--- config.mk ---
export PLATFORM = sky130hd
export DESIGN_NAME = hazard_ctrl
export DESIGN_NICKNAME = d
export VERILOG_FILES = /design/src/rtl/hazard_ctrl.sv
export SDC_FILE = /design/constraint.sdc
export NUM_CORES = 1
export LEC_CHECK = 0
export BUFFER_PORTS_ARGS = -buffer_cell sky130_fd_sc_hd__buf_2
export CORE_AREA = 4 4 73 48
export CTS_CLUSTER_SIZE = 10
export DETAILED_ROUTE_END_ITERATION = 6
export DIE_AREA = 0 0 77 52
export PLACE_DENSITY = 0.67
export REMOVE_ABC_BUFFERS = 1
export SLEW_MARGIN = 25
export SYNTH_ARGS = -nofsm -noshare
export SYNTH_HDL_FRONTEND = slang
export SYNTH_SLANG_ARGS = --single-unit
--- constraint.sdc ---
create_clock -name clk -period 2.87 [get_ports clk]
set_clock_uncertainty 0.2 [all_clocks]
set_input_delay 0.287 -clock clk [delete_from_list [all_inputs] [get_ports clk]]
set_output_delay 0.287 -clock clk [all_outputs]
set_load 0.05 [all_outputs]
--- src/rtl/hazard_ctrl.sv ---
// Pipeline hazard controller: two-slot writer scoreboard (EX, MEM), load-use
// stall, two-bubble taken-branch flush, and registered EX operand forwarding.
module hazard_ctrl (
    input  logic       clk,
    input  logic       rst,
    input  logic       id_valid,
    input  logic [5:0] id_rs,
    input  logic [5:0] id_rt,
    input  logic       id_uses_rs,
    input  logic       id_uses_rt,
    input  logic [5:0] id_rd,
    input  logic       id_wr,
    input  logic       id_is_load,
    input  logic       ex_br_taken,
    output logic       pc_sel,
    output logic       stall,
    output logic       flush,
    output logic       fwd_a_sel,
    output logic       fwd_b_sel
);

    typedef struct packed {
        logic       valid;
        logic [5:0] rd;
        logic       wr;
        logic       is_load;
    } slot_t;

    typedef enum logic {RUN = 1'b0, FLUSH2 = 1'b1} state_t;

    state_t state;
    slot_t  ex_slot, mem_slot;
    logic   stall_q;
    logic   ex_match, mem_match, load_use, issue;
    logic   fwd_a_nxt, fwd_b_nxt;

    // r0 is hardwired zero, so a write to it never creates a dependency.
    function automatic logic writer(input slot_t s);
        return s.valid & s.wr & (s.rd != 6'd0);
    endfunction

    always_comb begin
        ex_match  = writer(ex_slot);
        mem_match = writer(mem_slot);
        load_use  = (state == RUN) & id_valid & ex_match & ex_slot.is_load &
                    ((id_uses_rs & (id_rs == ex_slot.rd)) |
                     (id_uses_rt & (id_rt == ex_slot.rd)));
        pc_sel    = !rst & (state == RUN) & ex_br_taken;
        flush     = !rst & ((state == FLUSH2) | ex_br_taken);
        stall     = !rst & load_use & !flush;
        issue     = id_valid & !stall & !flush;
        // The MEM-slot load only forwards to the instruction retried right
        // after its load-use stall; anything older is covered by write-through.
        fwd_a_nxt = issue & id_uses_rs &
                    ((ex_match & !ex_slot.is_load & (id_rs == ex_slot.rd)) |
                     (stall_q & mem_match & mem_slot.is_load & (id_rs == mem_slot.rd)));
        fwd_b_nxt = issue & id_uses_rt &
                    ((ex_match & !ex_slot.is_load & (id_rt == ex_slot.rd)) |
                     (stall_q & mem_match & mem_slot.is_load & (id_rt == mem_slot.rd)));
    end

    always_ff @(posedge clk) begin
        if (rst) begin
            state     <= RUN;
            ex_slot   <= '0;
            mem_slot  <= '0;
            stall_q   <= 1'b0;
            fwd_a_sel <= 1'b0;
            fwd_b_sel <= 1'b0;
        end else begin
            state     <= (state == RUN && ex_br_taken) ? FLUSH2 : RUN;
            mem_slot  <= ex_slot;
            ex_slot   <= issue ? slot_t'{1'b1, id_rd, id_wr, id_is_load} : '0;
            stall_q   <= stall;
            fwd_a_sel <= fwd_a_nxt;
            fwd_b_sel <= fwd_b_nxt;
        end
    end

endmodule

==> key figures <==
Place
  • Routability cong.: 0.897
  • Count of input and output buffers: 30
  • Post-detailed-placement half-perimeter wirelength: ~1.9 mm
  • Placed inst area: 1150 um2

STA
  • Max-slew violations: 0
  • Setup TNS Final: 0 ps
  • Final number of setup-violating endpoints: 0
  • Hold Vio Cnt, Final: 0
  • Max frequency: roughly 410 MHz
  • Max_slew headroom: 65.6%
  • Shortest clock period the worst path allows after layout: 2410 ps
  • Actual slew at the worst max-slew pin: 511 ps
  • Unrepaired setup endpoints after global routing: false
  • Post-route fraction of the period consumed by the critical path: 84.0%

Synthesis
  • Yosys reg bits: 22
  • Synth Flop Type: dfxtp_1
  • Cell Area, Synth: ~970 um2
  • Total number of yosys warnings: 0
  • Synthesized instance count: 97
  • Count of flip-flops with a built-in enable after synthesis: 0
  • Leading cell types by total area after synthesis: dfxtp_1 (46%), xnor2_1 (16%), nor2b_1 (5.8%)
  • Portion of synthesized cell area occupied by the leading cell type: a little under half
  • Top cell type by total area after synthesis: dfxtp_1
  • Synth Area per Inst: 9.97 um2
  • Cell variety after synth: 22
  • Post-synthesis async set-or-reset flop share: 0%
  • Share of the yosys chip area belonging to registers: between 40 and 50%

Drt
  • Mean routed wirelength per cell: about 14 um
  • Final routed wirelength across all metal layers: 2.22 mm
  • Initial DRC count: a little over 60
  • Vias: about 770
  • Vias per cell: 4.73
  • Remaining number of nets flagged by the antenna check after routing: 0
  • Residual DRC count: 0
  • Pre-Repair DR Iteration Count: 4

Setup path
  • Worst Setup End Kind: output port
  • CP Class: flop to output port
  • Crit path DAT: 1920 ps
  • Data required, critical path: between 2000 and 2500 ps
  • Maximum fanout along the worst path: 4
  • Startpoint types: flop

Global route
  • Number of global-route vias before repair: 779
  • Antenna violations before repair: 0
  • Maximum number of pins on one net before global-route repair: 14
  • Global-route congestion overflow total: 0
  • Wire length of the first global-routing pass: 3.71 mm
  • Overall fraction of global-route tracks in use: 11.9%

Floorplan
  • Horizontal die dimension: 77 um
  • Core ar.: between 2000 and 3000 um2
  • Top-Level Pins: 31
  • Cell Rows: 15
  • Die span in y: 52 um
  • Floorplan die area: 4000 um2
  • Starting density of the core: 34.6%

CTS
  • Total clock sinks: 22
  • Clock insertion delay at the later pin of the skew report: 260 ps
  • Maximum buffer depth of the clock tree: 2
  • CTS tree: built
  • Clock slew at the register clock pins of the worst setup and hold paths: about 80 ps
  • Number of levels the H-tree was split into: 1
  • Clock tree root buffer cell: clkbuf_8
  • Hold-fix buffers at CTS: 0
  • Post-CTS Resized: 0
  • Post-CTS setup repair buffer count: 0
  • Num CTS Buffers: 3

Cells and area
  • Finished layout cell area: 1220 um2
  • Count of filler cells inserted in the layout: 284
  • Area growth from synthesis to layout: 26.1%
  • Register area: ~440 um2
  • Share of post-route cells with drive strength above 1: 27.9%
  • Combined area of the multi-input logic cells: 515 um2
  • Final #Nets: 156
  • Diode count: 0

Run status
  • Result of the run: completed

Power
  • Pwr per Cell Area: 549 nW/um2
  • Worst vdd rail ir drop: 0.203 mV
  • Leakage power: 0.508 nW

Worst hold path
  • Tightest Hold Check Type: input pin to flop

Run
  • Number of max-capacitance violations reported: 0
[state kept, by name, indices dropped and copies added, names as in the netlist]
register / count
ex_slot: 9
mem_slot: 9
fwd_a_sel: 1
fwd_b_sel: 1
stall_q: 1
state: 1
[power by group]
group          total (mW)  switching [mW]  internal [mW]  leakage (nW)
logic              0.0680          0.0343         0.0338         0.294
registers           0.318         0.00634          0.311         0.178
clock network       0.284          0.0978          0.186        0.0357
total               0.670           0.138          0.531         0.508
[critical path: stages (launching register included)]
cell and delay [ps]:
dfxtp_1 430, xnor2_1 150, nand4_1 120, nor4_1 400, o211ai_2 180, nor2_1 110, buf_2 270
[layout by cell type (no fill, tap or decap)]
master | Yosys | layout
nor4_1 | 3 | 3
bufinv_16 | 0 | 1
or4b_2 | 1 | 1
and2_1 | 8 | 8
or4_1 | 1 | 1
buf_2 | 0 | 30
dfxtp_1 | 22 | 22
o21ai_0 | 1 | 1
nand3_1 | 2 | 2
and2b_1 | 1 | 1
nand4_1 | 5 | 5
clkbuf_8 | 0 | 3
a21oi_1 | 2 | 2
o311a_1 | 1 | 1
xor2_1 | 6 | 6
o211ai_2 | 1 | 1
a21o_1 | 1 | 1
a2bb2oi_1 | 2 | 2
nor3_1 | 2 | 2
xnor2_1 | 18 | 18
nor3b_1 | 2 | 2
nor2_1 | 7 | 7
nor2b_1 | 9 | 9
[stage by stage]
stage | total power [mW] | instances | worst slack [ps] | hold slack, ps | utilization (%)
after CTS | 0.675 | 163 | 466 | 11.6 | 43.6
after global placement | 0.390 | 159 | 727 | 245 | 41.1
final | 0.670 | 163 | 459 | 17.9 | 43.6
after floorplan | 0.359 | 95 | 650 | 159 | -
after global routing | 0.695 | 163 | 272 | 19.0 | 43.6
after detailed placement | 0.393 | 159 | 730 | 261 | 41.1
[worst paths after layout]
| check | from | to | slack [ps] | cells past startpoint |
|---|---|---|---|---|
| worst max register to register | ex_slot[2] | ex_slot[2] | 800 | 5 |
| worst min-delay path | id_rd[3] | ex_slot[5] | 20 | 2 |
| worst min register to register | state | state | 270 | 1 |
| worst max-delay path | ex_slot[2] | stall | 460 | 6 |
[layer usage]
layer  GRT usage [%]  part of all wire (%)  vias up
met1            16.5                    49      339
met3            3.46                   6.8        4
met4            3.55                   1.1        0
met5               0                     0        -
li1                -                     -      394
met2            17.9                    43       34
[synthesized netlist by cell type (2+ instances only)]
master,instances
xor2_1,6
nor4_1,3
nor2b_1,9
nor3_1,2
nor3b_1,2
xnor2_1,18
a21oi_1,2
a2bb2oi_1,2
nand4_1,5
nor2_1,7
nand3_1,2
and2_1,8
dfxtp_1,22
[cell type report]
type / instances / share of cell area, %
Clock inverter: 1 / 2.46
Multi-Input combinational cell: 73 / 42.3
Clock buffer: 3 / 3.38
Tap cell: 34 / 3.49
Sequential cell: 22 / 36.1
Timing Repair Buffer: 30 / 12.3
[cells by family (layout without fill, tap and decap cells)]
| family | count (synthesis) | after routing | share of synthesized area [%] |
|---|---|---|---|
| and+or+nand+nor | 41 | 41 | 25.1 |
| xor gates and xnor gates | 24 | 24 | 21.7 |
| DFF | 22 | 22 | 45.5 |
| buffers and inverters | 2 | 34 | 1.16 |
| AOI/OAI and AO/OA | 8 | 8 | 6.47 |
Power figures use the tool's default switching activity.
